--- src/rtl/demux_pkg.sv ---
// Shared types and helpers for the stream demultiplexer.
package demux_pkg;

  // Occupancy of a one-entry output slot.
  typedef enum logic {
    SLOT_EMPTY = 1'b0,
    SLOT_FULL  = 1'b1
  } slot_state_t;

  // Largest supported output count.
  localparam int NOUT_MAX = 8;

  // A destination index is legal only when it names an existing output.
  function automatic logic sel_valid(input logic [31:0] sel, input int unsigned nout);
    return (sel < nout);
  endfunction

endpackage

--- src/rtl/demux_slot.sv ---
// One-entry registered output slot: holds a beat until its consumer takes it.
// free_o tells the top whether a load this cycle can be absorbed.
module demux_slot
  import demux_pkg::*;
#(
  parameter int WIDTH = 32
) (
  input  logic             clk,
  input  logic             rst_n,
  input  logic             load_i,
  input  logic [WIDTH-1:0] data_i,
  input  logic             ready_i,
  output logic             valid_o,
  output logic [WIDTH-1:0] data_o,
  output logic             free_o
);

  slot_state_t      state_q, state_d;
  logic [WIDTH-1:0] data_q, data_d;

  // State and payload registers; payload only moves on a load.
  always_ff @(posedge clk or negedge rst_n) begin
    if (!rst_n) begin
      state_q <= SLOT_EMPTY;
      data_q  <= '0;
    end else begin
      state_q <= state_d;
      data_q  <= data_d;
    end
  end

  // Next state: a load always wins (reload when draining at the same time).
  always_comb begin
    state_d = state_q;
    data_d  = data_q;
    unique case (state_q)
      SLOT_EMPTY: begin
        if (load_i) begin
          state_d = SLOT_FULL;
          data_d  = data_i;
        end
      end
      SLOT_FULL: begin
        if (load_i) begin
          state_d = SLOT_FULL;
          data_d  = data_i;
        end else if (ready_i) begin
          state_d = SLOT_EMPTY;
        end
      end
      default: state_d = SLOT_EMPTY;
    endcase
  end

  assign valid_o = (state_q == SLOT_FULL);
  assign data_o  = data_q;
  // Slot can take a beat if empty now or emptied by this cycle's handshake.
  assign free_o  = ~valid_o | ready_i;

endmodule

--- src/rtl/demux_stream.sv ---
// 1-to-NOUT valid/ready stream demultiplexer with one registered slot per output.
// Optional broadcast (all-or-nothing write to every slot) under DEMUX_BCAST_EN.
module demux_stream
  import demux_pkg::*;
#(
  parameter int WIDTH = 32,
  parameter int NOUT  = 2,
  localparam int SELW = (NOUT > 1) ? $clog2(NOUT) : 1
) (
  input  logic                  clk,
  input  logic                  rst_n,
  input  logic                  in_valid_i,
  output logic                  in_ready_o,
  input  logic [WIDTH-1:0]      in_data_i,
  input  logic [SELW-1:0]       in_sel_i,
`ifdef DEMUX_BCAST_EN
  input  logic                  in_bcast_i,
`endif
  output logic [NOUT-1:0]       out_valid_o,
  input  logic [NOUT-1:0]       out_ready_i,
  output logic [NOUT*WIDTH-1:0] out_data_o,
  output logic                  sel_err_o
);

  logic [NOUT-1:0] free;
  logic [NOUT-1:0] load;
  logic            sel_ok;
  logic            free_sel;
  logic            bcast;
  logic            accept;
  logic            sel_err_q, sel_err_d;

`ifdef DEMUX_BCAST_EN
  assign bcast = in_bcast_i;
`else
  assign bcast = 1'b0;
`endif

  assign sel_ok = sel_valid(32'(in_sel_i), NOUT);

  // Pick the selected slot's free flag without indexing past NOUT.
  always_comb begin
    free_sel = 1'b0;
    for (int i = 0; i < NOUT; i++) begin
      if (32'(in_sel_i) == i) free_sel = free[i];
    end
  end

  // Ready depends only on the destination(s) of this beat, never on in_valid_i,
  // so a stall elsewhere cannot block it. Illegal selects are always swallowed.
  assign in_ready_o = bcast ? (&free) : (~sel_ok | free_sel);
  assign accept     = in_valid_i & in_ready_o;

  assign sel_err_d  = sel_err_q | (accept & ~bcast & ~sel_ok);

  // Sticky illegal-select flag, cleared only by reset.
  always_ff @(posedge clk or negedge rst_n) begin
    if (!rst_n) sel_err_q <= 1'b0;
    else        sel_err_q <= sel_err_d;
  end

  assign sel_err_o = sel_err_q;

  for (genvar g = 0; g < NOUT; g++) begin : g_slot
    assign load[g] = accept & (bcast | (sel_ok & (32'(in_sel_i) == g)));

    demux_slot #(.WIDTH(WIDTH)) u_slot (
      .clk     (clk),
      .rst_n   (rst_n),
      .load_i  (load[g]),
      .data_i  (in_data_i),
      .ready_i (out_ready_i[g]),
      .valid_o (out_valid_o[g]),
      .data_o  (out_data_o[g*WIDTH +: WIDTH]),
      .free_o  (free[g])
    );
  end

endmodule

--- config.mk ---
export PLATFORM = sky130hd
export DESIGN_NAME = demux_stream
export DESIGN_NICKNAME = d
export VERILOG_FILES = /design/src/rtl/demux_pkg.sv /design/src/rtl/demux_slot.sv /design/src/rtl/demux_stream.sv
export SDC_FILE = /design/constraint.sdc
export NUM_CORES = 1
export LEC_CHECK = 0
export CORE_MARGIN = 2
export CORE_UTILIZATION = 47
export DETAILED_ROUTE_END_ITERATION = 12
export GPL_TIMING_DRIVEN = 0
export PLACE_DENSITY = 0.88
export SYNTH_ARGS = -nofsm -noshare
export SYNTH_HDL_FRONTEND = slang
export SYNTH_SLANG_ARGS = --single-unit
--- constraint.sdc ---
create_clock -name clk -period 1.9 [get_ports clk]
set_input_delay 0.285 -clock clk [delete_from_list [all_inputs] [get_ports clk]]
set_output_delay 0.285 -clock clk [all_outputs]
set_load 0.1 [all_outputs]
==> impl_metrics.csv <==
group,metric,value,unit
critical_path,cp_max_fo,2,
detailed_routing,drt_pass1_iterations,4,
finish,final_cell_mix,"dfrtp_1 (66), dlygate4sd2_1 (63), clkdlybuf4s50_1 (36)",
synth,yosysTopAreaCellShare,0.612,
synth,ys_ff_latch,66,
grt,grt_pass1_wl,8820,µm
floorplanning,dieArea,6360,µm²
power_and_ir_drop,netSwitchingFraction,0.504,
synth,syn_area,2700,µm²
cts,cts_tree,"yes",
grt,grt_pass1_vias,1730,
detailed_routing,antenna_left,0,
power_and_ir_drop,clkPwrFrac,0.177,
finish,layout-drive-gt1-share,0.347,
critical_path,critPathMaxStageDelay,0.87,ns
job,drv_cap,0,
cts,clk-insertion-delay-late,0.32,ns
power_and_ir_drop,vdd_drop_max,0.811,mV
detailed_routing,routed_via_density,4.71,
cts,htreeDepth,3,
sta,tightestPinTransition,0.986,ns
sta,skew,0.00872,ns
grt,globalRouteOverflowTotal,0,
sta,min_period_over_period,0.968,
power_and_ir_drop,pwr-share-comb,0.502,
critical_path,reg2reg_slack,0.46,ns
synth,ys_top_cells_by_area,"dfrtp_1 (61%), mux2_4 (17%), mux2_2 (13%)",
power_and_ir_drop,p_per_area,1420,nW/µm²
critical_path,cpLargestDelayFamily,"buffers and inverters",
detailed_routing,routed_wl,5350,µm
synth,ys_warn_count,0,
synth,yosysTopAreaCell,"dfrtp_1",
detailed_routing,num_vias,1614,
floorplanning,rows,27,
cts,ctsHoldBuffers,0,
critical_path,critPathCaptureType,"primary output",
critical_path,cp_cell_sequence,"dlygate4sd2_1",
synth,ys_types,16,
floorplanning,die-height,79.8,µm
critical_path,path_class,"flop to primary output",
finish,mostFrequentLayoutCell,"dfrtp_1",
grt,grt_max_degree,67,
sta,min_period,1.84,ns
synth,syn_nets,189,
power_and_ir_drop,internal-power,2.76,mW
sta,rsz0062_at_grt,"false",
grt,grt_use_total,0.184,
grt,antenna_found_initial,0,
detailed_routing,avgRoutedWirePerCell,15.6,µm
place,gp_congestion,0.715,
floorplanning,start_util,0.487,
finish,layout.nets,304,
sta,setup_viol,0,
critical_path,crit_slowest_cell,"dlygate4sd2_1",
cts,clock-sinks,66,
cts,cts.path.max_buffers,2,
worst_hold_path,hold_class,"input pin to asynchronous set/reset pin",
detailed_routing,drt_iter0_markers,18,
power_and_ir_drop,p_switching,2.80,mW
cts,post_cts_buffers,0,
synth,synth.avg_cell_area,17.9,µm²
sta,maxSlewViolCount,0,
floorplanning,die_w,79.8,µm
cts,clockRootBuffer,"clkbuf_8",
synth,syn_inst,151,
critical_path,cp_num_buf_inv,1,
sta,whs,0.0515,ns
finish,syn2layout_area_growth,44.8,%
place,dpl_cell_area,3830,µm²
finish,antenna_cells,0,
power_and_ir_drop,seqPwrFrac,0.321,
sta,maxSlewHeadroom,0.345,
floorplanning,ios,106,
finish,stdcell_area,3910,µm²
run_status,status,"finished, final reports clean",
sta,fmax,544,MHz
sta,hold_violations,0,
critical_path,cp-start-kind,"flop",
synth,synth-seq-area-share,0.612,
critical_path,cp.required,1.62,ns
place,hpwl,3820,µm
cts,cts.clk_slew.worst_paths,0.07,ns
critical_path,crit_arrival,1.55,ns
cts,numCtsBuffers,9,
detailed_routing,drc,0,
place,port_buffers,104,
floorplanning,coreArea,5540,µm²
power_and_ir_drop,cellLeakagePower,1.83,nW
## kinds of logic after synthesis
family | count (synthesis) | share of synthesized area
muxes | 64 | 0.309
buffers and inverters | 10 | 0.0473
AOI/OAI and AO/OA | 1 | 0.00185
other | 1 | 0.00139
DFF | 66 | 0.612
and+or+nand+nor | 9 | 0.0287
## final cells by class
| cell class | instances | area (µm²) |
|---|---|---|
| Clock inverter | 3 | 15.0 |
| Buffer | 10 | 128 |
| Fill cell | 423 | 1630 |
| Sequential cell | 66 | 1650 |
| Multi-Input combinational cell | 75 | 923 |
| Timing Repair Buffer | 104 | 951 |
| Tap cell | 72 | 90.1 |
| Clock buffer | 13 | 149 |
## power groups by stage
stage,clock [mW],sequential [mW],combinational (mW)
after floorplan,0,3.64,0.437
after global placement,0,1.81,2.96
after detailed placement,0,1.82,2.99
after CTS,1.02,1.79,2.81
after global routing,1.09,1.82,2.86
final,0.984,1.79,2.79
## through the flow
| step | setup TNS (ns) | setup slack (ns) | power (mW) | cells | utilization |
|---|---|---|---|---|---|
| 5_1_grt | 0 | 0.00461 | 5.78 | 343 | 0.705 |
| 3_5_place_dp | -0.671 | -0.648 | 4.81 | 327 | 0.692 |
| 6_report | 0 | 0.0606 | 5.56 | 343 | 0.705 |
| 4_1_cts | 0 | 0.0216 | 5.61 | 343 | 0.706 |
| 2_1_floorplan | 0 | 0.190 | 4.08 | 151 | - |
| 3_3_place_gp | -109.38 | -1.65 | 4.77 | 327 | 0.692 |
## registers in the layout (all words and copies together) (netlist names)
signal / flops
g_slot.u_slot.valid_o: 2
g_slot.u_slot.data_o: 64
## Yosys cell counts, drive strengths merged
library cell and number:
a21oi 1, and2b 1, buf 10, conb 1
dfrtp 66, mux2 64, nand2 2, nand2b 3
nor2 2, nor2b 1
## worst paths after layout
| check | from | end | cells after the start |
|---|---|---|---|
| max | g_slot[0].u_slot.data_o[21]$_DFFE_PN0P_ | out_data_o[21] | 1 |
| min | rst_n | g_slot[0].u_slot.data_o[23]$_DFFE_PN0P_ | 1 |
| max reg2reg | g_slot[1].u_slot.valid_o$_DFF_PN0_ | g_slot[1].u_slot.data_o[23]$_DFFE_PN0P_ | 4 |
| min reg2reg | g_slot[1].u_slot.data_o[22]$_DFFE_PN0P_ | g_slot[1].u_slot.data_o[22]$_DFFE_PN0P_ | 1 |
| max in group asynchronous | rst_n | g_slot[1].u_slot.valid_o$_DFF_PN0_ | 1 |
| min in group clk | g_slot[1].u_slot.data_o[22]$_DFFE_PN0P_ | g_slot[1].u_slot.data_o[22]$_DFFE_PN0P_ | 1 |
## repair_timing
action,4_1_cts,5_1_grt
gates resized for setup,74,2
gates cloned,0,0
endpoints found under the setup margin,67,2
## routing by layer
layer  global-route usage  wire [µm]  part of all wire
met1                0.234       2300              0.43
met2                0.287       2550              0.48
met3               0.0701        468             0.088
met4               0.0712         31            0.0058
met5                    0          0                 0
Note: power is estimated with default switching activity, not from simulation.
